**src/rtl/port_uart_tx.sv**
```systemverilog
// CPU output-port peripheral: bytes written to the port are queued in a small
// FIFO and sent as 8N1 frames on tx, with a pollable status byte.
module port_uart_tx #(
    parameter int CLKS_PER_BIT = 16,
    parameter int FIFO_DEPTH   = 4
) (
    input  logic       clk,
    input  logic       reset,
    input  logic       wr_en,
    input  logic [7:0] wr_data,
    input  logic       clr_ovf,
    output logic       tx,
    output logic [7:0] status
);
    localparam int PTR_W  = (FIFO_DEPTH > 1) ? $clog2(FIFO_DEPTH) : 1;
    localparam int CNT_W  = PTR_W + 1;
    localparam int BAUD_W = (CLKS_PER_BIT > 1) ? $clog2(CLKS_PER_BIT) : 1;
    localparam logic [BAUD_W-1:0] BAUD_LAST  = BAUD_W'(CLKS_PER_BIT - 1);
    localparam logic [CNT_W-1:0]  COUNT_FULL = CNT_W'(FIFO_DEPTH);

    typedef enum logic [1:0] {IDLE, START, DATA, STOP} state_t;

    state_t             state_q, state_d;
    logic [BAUD_W-1:0]  baud_q, baud_d;
    logic [2:0]         bit_idx_q, bit_idx_d;
    logic [7:0]         sh_q, sh_d;
    logic               tx_q, tx_d;
    logic               ovf_q, ovf_d;
    logic [CNT_W-1:0]   count_q, count_d;
    logic [PTR_W-1:0]   wr_ptr_q, wr_ptr_d;
    logic [PTR_W-1:0]   rd_ptr_q, rd_ptr_d;
    logic [7:0]         mem_q [FIFO_DEPTH];

    logic full;
    logic empty;
    logic baud_done;
    logic push;
    logic pop;

    // Full is judged on the pre-edge count, so a same-edge pop never frees a slot.
    assign full      = (count_q == COUNT_FULL);
    assign empty     = (count_q == '0);
    assign baud_done = (baud_q == BAUD_LAST);
    assign push      = wr_en && !full;

    always_comb begin
        state_d   = state_q;
        baud_d    = baud_q;
        bit_idx_d = bit_idx_q;
        sh_d      = sh_q;
        tx_d      = tx_q;
        ovf_d     = ovf_q;
        count_d   = count_q;
        wr_ptr_d  = wr_ptr_q;
        rd_ptr_d  = rd_ptr_q;
        pop       = 1'b0;

        // tx_d always carries the level of the state being entered, keeping tx registered.
        case (state_q)
            IDLE: begin
                tx_d = 1'b1;
                if (!empty) begin
                    pop     = 1'b1;
                    state_d = START;
                    baud_d  = '0;
                    tx_d    = 1'b0;
                end
            end
            START: begin
                if (baud_done) begin
                    state_d   = DATA;
                    baud_d    = '0;
                    bit_idx_d = 3'd0;
                    tx_d      = sh_q[0];
                end else begin
                    baud_d = baud_q + 1'b1;
                end
            end
            DATA: begin
                if (baud_done) begin
                    baud_d = '0;
                    if (bit_idx_q == 3'd7) begin
                        state_d = STOP;
                        tx_d    = 1'b1;
                    end else begin
                        sh_d      = sh_q >> 1;
                        bit_idx_d = bit_idx_q + 3'd1;
                        tx_d      = sh_q[1];
                    end
                end else begin
                    baud_d = baud_q + 1'b1;
                end
            end
            STOP: begin
                if (baud_done) begin
                    baud_d = '0;
                    if (!empty) begin
                        pop     = 1'b1;
                        state_d = START;
                        tx_d    = 1'b0;
                    end else begin
                        state_d = IDLE;
                    end
                end else begin
                    baud_d = baud_q + 1'b1;
                end
            end
            default: begin
                state_d = IDLE;
                tx_d    = 1'b1;
            end
        endcase

        if (pop) begin
            sh_d     = mem_q[rd_ptr_q];
            rd_ptr_d = rd_ptr_q + 1'b1;
        end
        if (push) begin
            wr_ptr_d = wr_ptr_q + 1'b1;
        end

        case ({push, pop})
            2'b10:   count_d = count_q + 1'b1;
            2'b01:   count_d = count_q - 1'b1;
            default: count_d = count_q;
        endcase

        if (wr_en && full) begin
            ovf_d = 1'b1;
        end else if (clr_ovf) begin
            ovf_d = 1'b0;
        end
    end

    always_ff @(posedge clk) begin
        if (reset) begin
            state_q   <= IDLE;
            baud_q    <= '0;
            bit_idx_q <= 3'd0;
            sh_q      <= 8'h00;
            tx_q      <= 1'b1;
            ovf_q     <= 1'b0;
            count_q   <= '0;
            wr_ptr_q  <= '0;
            rd_ptr_q  <= '0;
        end else begin
            state_q   <= state_d;
            baud_q    <= baud_d;
            bit_idx_q <= bit_idx_d;
            sh_q      <= sh_d;
            tx_q      <= tx_d;
            ovf_q     <= ovf_d;
            count_q   <= count_d;
            wr_ptr_q  <= wr_ptr_d;
            rd_ptr_q  <= rd_ptr_d;
        end
    end

    // Storage needs no reset: entries are only read after being written.
    always_ff @(posedge clk) begin
        if (push) begin
            mem_q[wr_ptr_q] <= wr_data;
        end
    end

    assign tx     = tx_q;
    assign status = {4'b0000, ovf_q, (state_q != IDLE), empty, full};

endmodule

```
**config.mk**
```make
export PLATFORM = sky130hd
export DESIGN_NAME = port_uart_tx
export DESIGN_NICKNAME = d
export VERILOG_FILES = /design/src/rtl/port_uart_tx.sv
export SDC_FILE = /design/constraint.sdc
export NUM_CORES = 1
export LEC_CHECK = 0
export ABC_AREA = 1
export BUFFER_PORTS_ARGS = -buffer_cell sky130_fd_sc_hd__buf_2
export CAP_MARGIN = 20
export CORE_MARGIN = 5
export CORE_UTILIZATION = 50
export CTS_BUF_LIST = sky130_fd_sc_hd__clkbuf_8
export CTS_CLUSTER_SIZE = 14
export DETAILED_ROUTE_END_ITERATION = 8
export MAX_ROUTING_LAYER = met4
export PLACE_DENSITY = 0.74
export SLEW_MARGIN = 10
export SYNTH_ARGS = -nofsm -noshare
export SYNTH_HDL_FRONTEND = slang
export SYNTH_SLANG_ARGS = --single-unit
```
**constraint.sdc**
```tcl
create_clock -name clk -period 2.95 [get_ports clk]
set_input_delay 0.885 -clock clk [delete_from_list [all_inputs] [get_ports clk]]
set_output_delay 0.885 -clock clk [all_outputs]
set_load 0.005 [all_outputs]
```
==> flow_summary_export.csv <==
group,metric,value,unit
power_and_ir_drop,power.total,2920,µW
route,total_number_of_vias,1997,
synth,synth_seq_area_share,54.09,%
floorplanning,ioPinCount,21,
hold_path,worst_hold_path_type,"flop to flop",
finish,antennaDiodeCount,0,
clock_tree,cts_hold_repair.buffers,0,
critical_path,required,3.18,ns
finish,nNetsFinal,361,
finish,drive_above_1_share,12.35,%
clock_tree,cts_root_buffer,"clkbuf_8",
synth,synth.yosys.warnings,0,
synth,post-synth-top-area-cell,"edfxtp_1",
critical_path,cp.arrival,2.70,ns
route,routed_wire_length_per_instance,12.25,µm
clock_tree,clkSinkCount,60,
global_route,first_global_vias,1833,
critical_path,cp_max_fo,8,
clock_tree,clk_latency,0.34,ns
route,dr.max_layer_used,"met4",
global_route,antenna_found_initial,0,
timing,worstMarginPinSlew,0.5750,ns
power_and_ir_drop,p_comb_share,36.0,%
global_route,all_layer_global_routing_usage,15.58,%
synth,post_synthesis_cell_area,2813,µm²
clock_tree,cts_max_path_buffers,2,
timing,report.final.hold_viol_count,0,
synth,syn_area_per_cell,8.929,µm²
place,detailed_place_hpwl,3417,µm
run,cap_viol_max_count,0,
synth,synth.lib_cells_used.distinct,27,
route,totalWireLength,5046,µm
global_route,global_route_wire_length_before_repair,8418,µm
synth,netlist_instances,315,
timing,final_min_period_over_clock_period,83.85,%
power_and_ir_drop,ir_drop,0.4118,mV
place,io_buffers,16,
timing,fmax,404.3,MHz
floorplanning,die_w,85,µm
clock_tree,ctsHtreeMaxLevel,3,
route,drt_drc_violations_left,0,
timing,finalWorstPathRequiredPeriod,2.473,ns
timing,timing.final.max_slew_violations,0,
power_and_ir_drop,p_clk_share,25.3,%
power_and_ir_drop,netSwitchingPower,1125,µW
floorplanning,die_y,85,µm
timing,unrepaired_setup_endpoints_after_global_routing,"no",
route,first_pass_iters,4,
global_route,gr-total-overflow,0,
clock_tree,cts-resized-gates,0,
route,route.met2.wl,2518,µm
timing,slew-limit-headroom,61.62,%
status,result_of_the_run,"finished clean",
synth,top_post_synthesis_cells_by_area,"edfxtp_1 (34%), dfxtp_1 (20%), nand2_1 (11%)",
route,drtAntennaViolNets,0,
floorplanning,placement_rows,27,
route,detail_route.iter0.violations,122,
timing,finClkSkew,0.009240,ns
route,drt_via_density,4.847,
timing,whs,0.4635,ns
route,wl_met3,178,µm
clock_tree,clk_pin_slew,0.07,ns
power_and_ir_drop,power.density_cell_area,932.8,nW/µm²
power_and_ir_drop,power_report.internal_total,1795,µW
route,route.layer.met1.wl,2261,µm
critical_path,start_kind,"flop",
floorplanning,floorplan.core_area,5473,µm²
critical_path,worst_setup_path_end_kind,"flop",
floorplanning,floorplan.initialDensity,51.39,%
floorplanning,die-area,7225,µm²
clock_tree,cts_post_setup_buffers_inserted,0,
finish,flow.area_growth_from_synthesis,11.30,%
timing,setup_violation_total_in_the_final_timing_report,0,
power_and_ir_drop,power.leakage,0.001338,µW
power_and_ir_drop,pwr-share-seq,38.7,%
synth,synth.ff_latch_count,60,
global_route,maximum_number_of_pins_on_one_net_before_global_route_repair,20,
critical_path,worst-setup-path-type,"flop to flop",
synth,synth_largest_type_area_fraction,34.16,%
power_and_ir_drop,netSwitchingFraction,38.54,%
place,gp_routability_congestion,0.8712,
clock_tree,cts_tree,"built",
clock_tree,number_of_buffers_created_by_cts,9,
timing,tns,0,ns
==> cells in the final DEF (no fill, tap or decap), types with 2 or more instances in the layout <==
cell type and n:
clkbuf_8 9, nand2_1 82, conb_1 4, nand3_1 38, ha_1 13, buf_4 5, clkinv_1 2, nor2_4 2
o21ai_0 15, xor2_1 2, dfxtp_1 28, inv_1 36, clkinv_4 3, buf_2 16, nor2_1 15, edfxtp_1 32
a21oi_1 25
==> per-stage QoR <==
stage / cells / worst slack [ns] / area (µm²) / util [%]
after global routing: 412 / 0.2498 / 3131 / 57.20
after floorplan: 318 / 0.6126 / 2824 / -
after CTS: 412 / 0.4771 / 3131 / 57.20
after global placement: 396 / 0.5723 / 2930 / 53.54
final: 412 / 0.4765 / 3131 / 57.20
after detailed placement: 396 / 0.4688 / 2930 / 53.54
==> worst max-delay path, cell delays in order, from the launching register on <==
cell,delay [ns]
dfxtp_1,0.40
inv_1,0.12
ha_1,0.35
a21oi_4,0.23
nand2_2,0.10
clkinv_2,0.07
ha_1,0.13
inv_1,0.07
fa_1,0.38
a21oi_1,0.17
o21ai_0,0.13
o21ai_0,0.17
a21oi_1,0.05
==> cells in the mapped netlist (all sizes together) <==
library cell	number
nand3b	1
o21a	1
fa	1
nand2	83
conb	1
edfxtp	32
clkbuf	2
clkinv	2
nor2	17
nand4	1
xor2	2
ha	13
nand3	38
buf	13
inv	36
a211oi	1
a21oi	27
o21ai	16
dfxtp	28
==> cell type report <==
cell class / instances / area (µm²)
Fill cell: 499 / 2342
Sequential cell: 60 / 1521
Inverter: 38 / 143.9
Clock inverter: 7 / 76.32
Clock buffer: 9 / 123.9
Tap cell: 72 / 90.09
Multi-Input combinational cell: 205 / 1057
Timing Repair Buffer: 21 / 117.6
==> logic make-up after synthesis <==
group	count (synthesis)	share of synthesized area (%)
and+or+nand+nor	140	21.22
DFF	60	54.09
buffers and inverters	53	8.718
AOI/OAI and AO/OA	45	8.719
adders and majority gates	14	6.495
xor gates and xnor gates	2	0.6229
other	1	0.1333
==> path summary, 6_finish.rpt <==
| kind | start | to | slack (ns) | cells after the start |
|---|---|---|---|---|
| setup / recovery | state_q[0]$_SDFFE_PP0P_ | count_q[2]$_SDFFE_PP0P_ | 0.48 | 12 |
| hold / removal | ovf_q$_SDFFE_PP0P_ | ovf_q$_SDFFE_PP0P_ | 0.46 | 2 |
| hold reg to reg | ovf_q$_SDFFE_PP0P_ | ovf_q$_SDFFE_PP0P_ | 0.46 | 2 |
| setup reg to reg | state_q[0]$_SDFFE_PP0P_ | count_q[2]$_SDFFE_PP0P_ | 0.48 | 12 |
==> routing by layer <==
layer | vias up | global-route usage (%)
met5 | - | -
met4 | 0 | 7.482
met3 | 8 | 4.466
met2 | 27 | 25.35
met1 | 903 | 17.58
li1 | 1059 | -
==> sequential cells by signal (all words and copies together) (netlist names), named ones only <==
signal	count
ovf_q	1
state_q	2
mem_q	32
bit_idx_q	3
wr_ptr_q	2
sh_q	8
baud_q	4
count_q	3
tx	1
rd_ptr_q	2
==> power groups by stage <==
stage	logic (µW)	clock network [µW]	registers, µW
after floorplan	895	0	1100
after global placement	1020	0	1140
after detailed placement	1040	0	1150
after CTS	1060	755	1130
after global routing	1220	797	1150
final	1050	738	1130
(Power assumes the default switching activity.)
